**src/rtl/avr_dbus_pkg.sv**
```systemverilog
// avr_dbus_pkg: shared address map, region decode and TX state encoding
package avr_dbus_pkg;

    localparam logic [15:0] ADDR_PINB  = 16'h0036;
    localparam logic [15:0] ADDR_DDRB  = 16'h0037;
    localparam logic [15:0] ADDR_PORTB = 16'h0038;
    localparam logic [15:0] ADDR_UBRR  = 16'h0029;
    localparam logic [15:0] ADDR_UCSRB = 16'h002A;
    localparam logic [15:0] ADDR_UCSRA = 16'h002B;
    localparam logic [15:0] ADDR_UDR   = 16'h002C;

    localparam logic [15:0] IO_BASE  = 16'h0020;
    localparam logic [15:0] RAM_BASE = 16'h0060;

    typedef enum logic [1:0] {
        TX_IDLE,
        TX_START,
        TX_DATA,
        TX_STOP
    } tx_state_e;

    typedef enum logic [1:0] {
        REG_NONE,
        REG_IO,
        REG_RAM
    } region_e;

    function automatic region_e decode(input logic [15:0] a);
        return a >= RAM_BASE ? REG_RAM : a >= IO_BASE ? REG_IO : REG_NONE;
    endfunction

endpackage

```
**src/rtl/avr_uart_tx.sv**
```systemverilog
// avr_uart_tx: 8N1 transmitter fed from a small TX FIFO
module avr_uart_tx
    import avr_dbus_pkg::*;
#(
    parameter int FIFO_DEPTH = 4
) (
    input  logic       clock,
    input  logic       reset,
    input  logic       push,
    input  logic [7:0] push_data,
    input  logic [7:0] ubrr,
    output logic       udre,
    output logic       txc_set,
    output logic       tx
);

    localparam int AW = $clog2(FIFO_DEPTH);

    logic [7:0]    mem_q [FIFO_DEPTH];
    logic [AW-1:0] wr_ptr_q, rd_ptr_q;
    logic [AW:0]   count_q;
    tx_state_e     state_q;
    logic [7:0]    bcnt_q, per_q, shift_q;
    logic [2:0]    bit_q;
    logic          tx_q;
    logic          full, empty, push_ok, tick, pop;

    assign full    = count_q == (AW+1)'(FIFO_DEPTH);
    assign empty   = count_q == '0;
    assign udre    = !full;
    assign push_ok = push && !full;
    // bit period ends when the counter reaches the period latched at the last reload
    assign tick    = bcnt_q == per_q;
    assign pop     = !empty && (state_q == TX_IDLE || (state_q == TX_STOP && tick));
    assign txc_set = state_q == TX_STOP && tick && empty;
    assign tx      = tx_q;

    // FIFO storage, no reset needed since pointers define validity
    always_ff @(posedge clock) begin
        if (push_ok) mem_q[wr_ptr_q] <= push_data;
    end

    // FIFO pointers and occupancy
    always_ff @(posedge clock) begin
        if (reset) begin
            wr_ptr_q <= '0;
            rd_ptr_q <= '0;
            count_q  <= '0;
        end else begin
            if (push_ok) wr_ptr_q <= wr_ptr_q + 1'b1;
            if (pop) rd_ptr_q <= rd_ptr_q + 1'b1;
            count_q <= count_q + {{AW{1'b0}}, push_ok} - {{AW{1'b0}}, pop};
        end
    end

    // frame sequencer with registered serial output
    always_ff @(posedge clock) begin
        if (reset) begin
            state_q <= TX_IDLE;
            tx_q    <= 1'b1;
            bcnt_q  <= '0;
            per_q   <= '0;
            shift_q <= '0;
            bit_q   <= '0;
        end else begin
            case (state_q)
                TX_IDLE: begin
                    tx_q <= 1'b1;
                    if (pop) begin
                        shift_q <= mem_q[rd_ptr_q];
                        state_q <= TX_START;
                        bcnt_q  <= '0;
                        per_q   <= ubrr;
                        tx_q    <= 1'b0;
                    end
                end
                TX_START: begin
                    if (tick) begin
                        state_q <= TX_DATA;
                        bit_q   <= '0;
                        bcnt_q  <= '0;
                        per_q   <= ubrr;
                        tx_q    <= shift_q[0];
                    end else begin
                        bcnt_q <= bcnt_q + 8'd1;
                    end
                end
                TX_DATA: begin
                    if (tick) begin
                        bcnt_q <= '0;
                        per_q  <= ubrr;
                        if (bit_q == 3'd7) begin
                            state_q <= TX_STOP;
                            tx_q    <= 1'b1;
                        end else begin
                            shift_q <= shift_q >> 1;
                            bit_q   <= bit_q + 3'd1;
                            tx_q    <= shift_q[1];
                        end
                    end else begin
                        bcnt_q <= bcnt_q + 8'd1;
                    end
                end
                TX_STOP: begin
                    if (tick) begin
                        bcnt_q <= '0;
                        per_q  <= ubrr;
                        if (pop) begin
                            shift_q <= mem_q[rd_ptr_q];
                            state_q <= TX_START;
                            tx_q    <= 1'b0;
                        end else begin
                            state_q <= TX_IDLE;
                            tx_q    <= 1'b1;
                        end
                    end else begin
                        bcnt_q <= bcnt_q + 8'd1;
                    end
                end
                default: state_q <= TX_IDLE;
            endcase
        end
    end

endmodule

```
**src/rtl/avr_dbus_responder.sv**
```systemverilog
// avr_dbus_responder: CPU data-bus decode to SRAM, PORTB block and UART TX
module avr_dbus_responder
    import avr_dbus_pkg::*;
#(
    parameter int         FIFO_DEPTH = 4,
    parameter logic [7:0] UBRR_RESET = 8'd0,
    parameter int         PIN_SYNC   = 2
) (
    input  logic        clock,
    input  logic        reset,
    input  logic [15:0] address,
    input  logic [7:0]  wb,
    input  logic        w,
    output logic [7:0]  din_raw,
    output logic [15:0] ram_address,
    input  logic [7:0]  ram_dout,
    output logic [7:0]  ram_wb,
    output logic        ram_w,
    output logic        uart_tx,
    output logic [7:0]  port_b,
    output logic [7:0]  ddr_b,
    input  logic [7:0]  pin_b,
    output logic        irq_udre
);

    region_e    region, sel_q;
    logic [7:0] ddr_q, portb_q, ubrr_q, ucsrb_q, io_q, io_d, pinb;
    logic [7:0] sync_q [PIN_SYNC];
    logic       txc_q, io_wr, udr_push, udre, txc_set;

    assign region      = decode(address);
    assign io_wr       = w && region == REG_IO;
    assign udr_push    = io_wr && address == ADDR_UDR;
    assign ram_address = address;
    assign ram_wb      = wb;
    assign ram_w       = w && address >= RAM_BASE;
    assign port_b      = portb_q & ddr_q;
    assign ddr_b       = ddr_q;
    assign irq_udre    = udre && ucsrb_q[5];
    assign pinb        = sync_q[PIN_SYNC-1];
    // SRAM already has a one-cycle read latency, so only I/O data is registered here
    assign din_raw     = sel_q == REG_RAM ? ram_dout : io_q;

    // I/O read mux for the current address
    always_comb begin
        io_d = '0;
        if (region == REG_IO)
            io_d = address == ADDR_PINB  ? pinb :
                   address == ADDR_DDRB  ? ddr_q :
                   address == ADDR_PORTB ? portb_q :
                   address == ADDR_UBRR  ? ubrr_q :
                   address == ADDR_UCSRB ? ucsrb_q :
                   address == ADDR_UCSRA ? {1'b0, txc_q, udre, 5'b0} : 8'h00;
    end

    // pin input synchronizer
    always_ff @(posedge clock) begin
        for (int i = 0; i < PIN_SYNC; i++) sync_q[i] <= reset ? 8'h00 : i == 0 ? pin_b : sync_q[i == 0 ? 0 : i-1];
    end

    // I/O register writes and registered read path
    always_ff @(posedge clock) begin
        if (reset) begin
            ddr_q   <= '0;
            portb_q <= '0;
            ubrr_q  <= UBRR_RESET;
            ucsrb_q <= '0;
            txc_q   <= 1'b0;
            sel_q   <= REG_NONE;
            io_q    <= '0;
        end else begin
            if (io_wr && address == ADDR_DDRB) ddr_q <= wb;
            if (io_wr && address == ADDR_PORTB) portb_q <= wb;
            if (io_wr && address == ADDR_UBRR) ubrr_q <= wb;
            if (io_wr && address == ADDR_UCSRB) ucsrb_q <= wb;
            txc_q <= txc_set || (txc_q && !(io_wr && address == ADDR_UCSRA && wb[6]));
            sel_q <= region;
            io_q  <= io_d;
        end
    end

    avr_uart_tx #(
        .FIFO_DEPTH(FIFO_DEPTH)
    ) u_tx (
        .clock    (clock),
        .reset    (reset),
        .push     (udr_push),
        .push_data(wb),
        .ubrr     (ubrr_q),
        .udre     (udre),
        .txc_set  (txc_set),
        .tx       (uart_tx)
    );

endmodule

```
**config.mk**
```make
export PLATFORM = sky130hd
export DESIGN_NAME = avr_dbus_responder
export DESIGN_NICKNAME = d
export VERILOG_FILES = /design/src/rtl/avr_dbus_pkg.sv /design/src/rtl/avr_uart_tx.sv /design/src/rtl/avr_dbus_responder.sv
export SDC_FILE = /design/constraint.sdc
export NUM_CORES = 1
export LEC_CHECK = 0
export ABC_AREA = 1
export BUFFER_PORTS_ARGS = -buffer_cell sky130_fd_sc_hd__buf_4
export CAP_MARGIN = 40
export CORE_MARGIN = 3
export CORE_UTILIZATION = 30
export DETAILED_ROUTE_END_ITERATION = 16
export GPL_TIMING_DRIVEN = 0
export PLACE_DENSITY_LB_ADDON = 0.05
export SYNTH_ARGS = -nofsm -noshare
export SYNTH_HDL_FRONTEND = slang
export SYNTH_SLANG_ARGS = --single-unit
```
**constraint.sdc**
```tcl
create_clock -name clock -period 3 [get_ports clock]
set_input_delay 0.3 -clock clock [delete_from_list [all_inputs] [get_ports clock]]
set_output_delay 0.3 -clock clock [all_outputs]
set_load 0.01 [all_outputs]
```
==> results of run 1 <==
## layer usage
metal / vias up / global-route usage [%]
met3: 20 / 4.09
met1: 2369 / 21.0
li1: 2677 / -
met5: - / 0
met2: 124 / 24.7
met4: 0 / 5.26
## layout make-up
type	instances	area (um2)
Fill cell	2059	12100
Sequential cell	130	2920
Multi-Input combinational cell	492	2630
Timing Repair Buffer	93	698
Clock buffer	17	425
Inverter	99	374
Tap cell	265	332
Buffer	40	262
Clock inverter	15	136
## stage by stage
stage / hold slack (ns) / setup WS, ns / util [%]
global placement: 0.391 / 0.137 / 36.4
detailed placement: 0.397 / 0.147 / 36.4
finish: 0.0725 / 0.490 / 39.2
CTS: 0.0544 / 0.451 / 39.2
floorplan: 0.388 / 0.822 / -
global route: 0.0801 / 0.181 / 39.2
## worst paths after layout
check,startpoint,end,slack (ns)
worst min register to register,sync_q[0][7],sync_q[0][15],0.41
worst max-delay path,u_tx.bcnt_q[1],u_tx.count_q[2],0.49
worst min-delay path,pin_b[2],sync_q[0][2],0.07
worst max register to register,u_tx.bcnt_q[1],u_tx.count_q[2],0.49
## kinds of logic after synthesis
kind of cell	share of synthesized area, %
adder cells (fa/ha/maj)	3.15
buffers and inverters	10.3
AO/OA/AOI/OAI	12.3
XOR/XNOR	0.708
AND/OR/NAND/NOR	23.9
flip-flops	47.2
multiplexers	2.43
## worst max-delay path: cells and delay by family (launching register included)
kind            cells  cell delay (ns)
compound gates      3             0.55
fa+ha+maj           3             0.81
buf+inv             2             0.11
flops               1             0.41
simple gates        5             0.53
## cell usage after synthesis (all sizes together)
cell type | instances | area (um2)
o21ai | 81 | 413
ha | 14 | 175
buf | 30 | 224
mux2i | 6 | 60.1
nor3b | 1 | 7.51
inv | 99 | 374
edfxtp | 32 | 961
xnor2 | 4 | 35.0
o211ai | 3 | 22.5
clkbuf | 10 | 37.5
dfxtp | 98 | 1960
a21oi | 50 | 254
nor2 | 146 | 642
nor3 | 9 | 72.6
xor2 | 1 | 8.76
o22ai | 7 | 43.8
nand4 | 6 | 56.3
or2 | 4 | 25.0
nand3 | 38 | 245
fa | 1 | 20.0
and3 | 1 | 6.26
o21bai | 4 | 30.0
nand2 | 108 | 423
mux2 | 8 | 90.1
## power by group
part           leakage (uW)  internal, uW  switching [uW]  total [uW]
registers           0.00108          1920            71.5        1990
logic               0.00200           358             617         974
clock network      0.000272          1090             876        1970
==> flow_metrics.tcl, run 1 <==
set metrics [dict create \
    grt_max_degree 17 \
    io_pins 94 \
    cp_max_fo 5 \
    final_cell_mix "nor2_1, buf_4, nand2_1" \
    critical_path_required_ns 3.30 \
    grt_overflow_total 0 \
    ys_ff_latch 130 \
    cap_violations 0 \
    final_antenna_net_count 0 \
    nets 931 \
    worstSkewPairLatency_ns 0.42 \
    max_freq_mhz 398 \
    largest_register_ffs 32 \
    yosys_warnings 0 \
    routed_via_density 4.51 \
    ys_types 42 \
    fin_crit_sh_pct 83.7 \
    critPathSlowestCell "dfxtp_1" \
    slowest_delay_ns 0.41 \
    top_regs "u_tx.mem_q x32, sync_q x16" \
    n_antenna_cell 0 \
    wl_met3_um 941 \
    hold_viol_final 0 \
    drtIter0Drc 230 \
    syn2layout_area_growth_pct 25.7 \
    place_area_um2 7220 \
    syn_inst 761 \
    wl_per_cell_um 14.7 \
    largest_register "u_tx.mem_q" \
    portBuffers 93 \
    layout.cells.non_filler 1151 \
    dr.pass1.iters 5 \
    rows 51 \
    routed.top_layer "met4" \
    maxSlewHeadroom_pct 46.6 \
    drc 0 \
    drive_gt1_share_pct 22.9 \
    power.total_uw 4940 \
    placedCellCount 1119 \
    vias 5190 \
    hold_class "primary input to flip-flop" \
    synth.avg_cell_area_um2 8.13 \
    coreArea_um2 19800 \
    layout_commonest_cell "nor2_1" \
    setup_viol_count_final 0 \
    clock-sinks 130 \
    clkTransAtPathRegs_ns 0.07 \
    die_area_um2 22400 \
    place_congestion 0.783 \
    start_util_pct 31.2 \
    wirelength_mm 17.0 \
    cts_tree "built" \
    worstSetupEndpointType "flip-flop" \
    place_hpwl_mm 12.6 \
    clock-root-buffer "clkbuf_16" \
    clock_skew_ns 0.0132 \
    critPathKind "flip-flop to flip-flop" \
    cts-resized-gates 0 \
    htreeDepth 4 \
    ys_seq_area_share_pct 47.2 \
    worst_pin_slew_ns 0.798 \
    crit_path_cell_trace "nand2_1, nand2_1, nand2_1, nor2_1, nand3_1, a21oi_1, ha_1, inv_1, ha_1, inv_1, fa_1, o21ai_0, a21oi_1" \
    cp_common_cell "nand2_1" \
    die-height_um 150 \
    synth_fp_nets 819 \
    ir_worst_vdd_v 0.000318 \
    p_leak_uw 0.00336 \
    wl_met1_mm 7.97 \
    min_period_ns 2.51 \
    grt_pass1_vias 5173 \
    rsz0062_at_grt "no" \
    grt_antenna_before_repair 0 \
    finalInstanceArea_um2 7780 \
    ctsHoldBuffers 0 \
    clk_path_buf_depth 2 \
    status "complete, no violations" \
    die_x_um 150 \
    syn_area_um2 6190 \
    arrival_ns 2.81 \
    pwr_density_cell_nw_per_um2 634 \
    grt_use_total_pct 15.7 \
    critPathLaunchType "flip-flop" \
    cts_made_buffers 17 \
    grt_pass1_wl_mm 27.0 \
    drv_slew 0 \
    min_path_cells 3 \
    dr_wl_met2_mm 7.71 \
    post-cts-setup-buffers 0 \
    rr_worst_depth 13 \
    finalSetupTns_ns 0 \
]
No activity file was read; power rests on OpenSTA's default activity.
==> inputs of run 2 (changes only) <==
- ABC_AREA: 1 -> 0
- clock period: 3 -> 2.5 ns (I/O delays scaled with it)
==> flow_metrics.tcl, run 2 <==
set metrics [dict create \
    drc 0 \
    synth_most_common_cell "dfxtp_1" \
    routed_via_density 4.98 \
    clock-sinks 130 \
    die_area_um2 22200 \
    clock_skew_ns 0.00804 \
    arrival_ns 2.73 \
    top_regs "u_tx.mem_q x32, sync_q x16" \
    coreArea_um2 19800 \
    largest_register_ffs 32 \
    ys_ff_latch 130 \
    max_freq_mhz 409 \
    p_leak_uw 0.00301 \
    htreeDepth 4 \
    cap_violations 0 \
    largest_register "u_tx.mem_q" \
    wl_per_cell_um 18.0 \
    cp_max_fo 7 \
    grt_use_total_pct 16.4 \
    switching_power_uw 2080 \
    grt_pass1_vias 5046 \
    final_antenna_net_count 0 \
    drtIter0Drc 266 \
    internal-power_uw 4750 \
    worstSetupEndpointType "flip-flop" \
    hold_viol_final 0 \
    nets 769 \
    layout_commonest_cell "buf_4" \
    comb_power_share_pct 26.2 \
    final_cell_mix "buf_4, dfxtp_1, nor2_1" \
    dr.pass1.iters 5 \
    clock-root-buffer "clkbuf_16" \
    grt_pass1_wl_mm 27.9 \
    synth_top_area_share_pct 31.9 \
    place_congestion 0.830 \
    clk_path_buf_depth 2 \
    ys_seq_area_share_pct 47.6 \
    maxSlewHeadroom_pct 41.6 \
    cts_tree "built" \
    critPathLaunchType "flip-flop" \
    grt_overflow_total 0 \
    r2r_setup_slack_ns 0.06 \
    share_seq_of_total_power_pct 35.2 \
    rsz0062_at_grt "yes" \
    worstSkewPairLatency_ns 0.42 \
    place_hpwl_mm 12.9 \
    synthTopCellsByCount "dfxtp_1, nor2_1, mux2i_1" \
    cts_made_buffers 17 \
    n_fill_cell 1977 \
    critical_path_required_ns 2.79 \
    synth-main-ff-cell "dfxtp_1" \
    rows 51 \
    n_antenna_cell 0 \
    die_x_um 149 \
    syn2layout_area_growth_pct 30.0 \
    pwr_density_cell_nw_per_um2 855 \
    fin_crit_sh_pct 97.7 \
    synth.avg_cell_area_um2 10.3 \
    drive_gt1_share_pct 29.3 \
    switching_share_pct 30.5 \
    async_flop_share_pct 0 \
    finalSetupTns_ns 0 \
    syn_area_um2 6150 \
    clkTransAtPathRegs_ns 0.06 \
    yosysTopAreaCell "dfxtp_1" \
    grt_antenna_before_repair 0 \
    ir_worst_vdd_v 0.000434 \
    min_period_ns 2.44 \
    setup_viol_count_final 0 \
    critPathKind "flip-flop to flip-flop" \
    place_area_um2 7200 \
    ys_types 59 \
    status "complete, no violations" \
    drv_slew 0 \
    yosys_warnings 0 \
    die-height_um 149 \
    synth_fp_nets 653 \
    portBuffers 92 \
    yosys-top-cells-area "dfxtp_1, edfxtp_1, mux2i_1" \
    syn_inst 595 \
    hold_class "primary input to flip-flop" \
    wirelength_mm 17.8 \
    p_clk_share_pct 38.6 \
    grt_max_degree 17 \
    synth_edf_count 32 \
    worst_pin_slew_ns 0.869 \
    start_util_pct 31.1 \
    io_pins 94 \
    vias 4928 \
    finalInstanceArea_um2 7990 \
]
==> run 2: path summary, 6_finish.rpt <==
path,start,to,depth (start not counted)
max,u_tx.bcnt_q[3],u_tx.count_q[2],13
min,pin_b[4],sync_q[0][4],2
max reg2reg,u_tx.bcnt_q[3],u_tx.count_q[2],13
min reg2reg,sync_q[0][3],sync_q[0][11],1
==> run 2: per-stage QoR <==
stage | util [%] | power [uW] | setup slack (ns) | cells | hold WS, ns
4_1_cts | 40.1 | 6840 | -0.0211 | 987 | 0.0202
6_report | 40.4 | 6830 | 0.0571 | 989 | 0.0351
3_3_place_gp | 36.3 | 4060 | -0.517 | 952 | 0.419
5_1_grt | 40.4 | 7190 | -0.0741 | 989 | 0.0266
2_1_floorplan | - | 3590 | 0.000133 | 595 | 0.349
3_5_place_dp | 36.4 | 4110 | -0.409 | 955 | 0.423
==> run 2: what timing repair did <==
| action | 4_1_cts | 5_1_grt |
|---|---|---|
| buffers inserted | 2 | 2 |
| resized for setup | 21 | 13 |
| endpoints found under the setup margin | 9 | 17 |
| hold buffers | 0 | 0 |
| pin swaps | 3 | 10 |
==> run 2: cell type report <==
class                   instances  area, um2  share of cell area [%]
inverters                      10       37.5                   0.470
well taps                     265        332                    4.15
repair buffers                 99        742                    9.29
flip-flops and latches        130       2940                    36.8
multi-input cells             397       2980                    37.3
clock buffers                  20        500                    6.26
clock inverters                12        139                    1.74
plain buffers                  56        317                    3.96
==> run 2: power groups by stage <==
| stage | Clock [uW] | Combinational, uW | Sequential (uW) |
|---|---|---|---|
| floorplan | 0 | 1170 | 2420 |
| global placement | 0 | 1620 | 2450 |
| detailed placement | 0 | 1660 | 2450 |
| CTS | 2700 | 1740 | 2400 |
| global route | 2790 | 1970 | 2420 |
| finish | 2640 | 1790 | 2410 |
==> run 2: routing by layer <==
layer | global-route usage, % | wire length, um | vias up
met5 | 0 | 0 | -
met4 | 4.62 | 161 | 0
met3 | 3.49 | 791 | 13
met2 | 28.0 | 8830 | 139
met1 | 21.0 | 8010 | 2392
li1 | - | - | 2384
==> run 2: critical path: stages, from the launching register on <==
cell,delay [ns]
dfxtp_2,0.39
xnor2_2,0.13
and4_1,0.22
clkbuf_8,0.16
a31oi_4,0.10
nor2_4,0.15
ha_4,0.21
inv_1,0.05
ha_1,0.13
inv_1,0.05
fa_2,0.33
xor2_1,0.16
xnor2_1,0.18
nor2_1,0.05
==> run 2: logic make-up after synthesis <==
family          count (synthesis)  share of synthesized area [%]
simple gates                  212                           19.4
mux                            64                           12.3
buf+inv                        68                           5.64
compound gates                 94                           10.2
flops                         130                           47.6
fa+ha+maj                      15                           3.18
xor+xnor                       12                           1.71
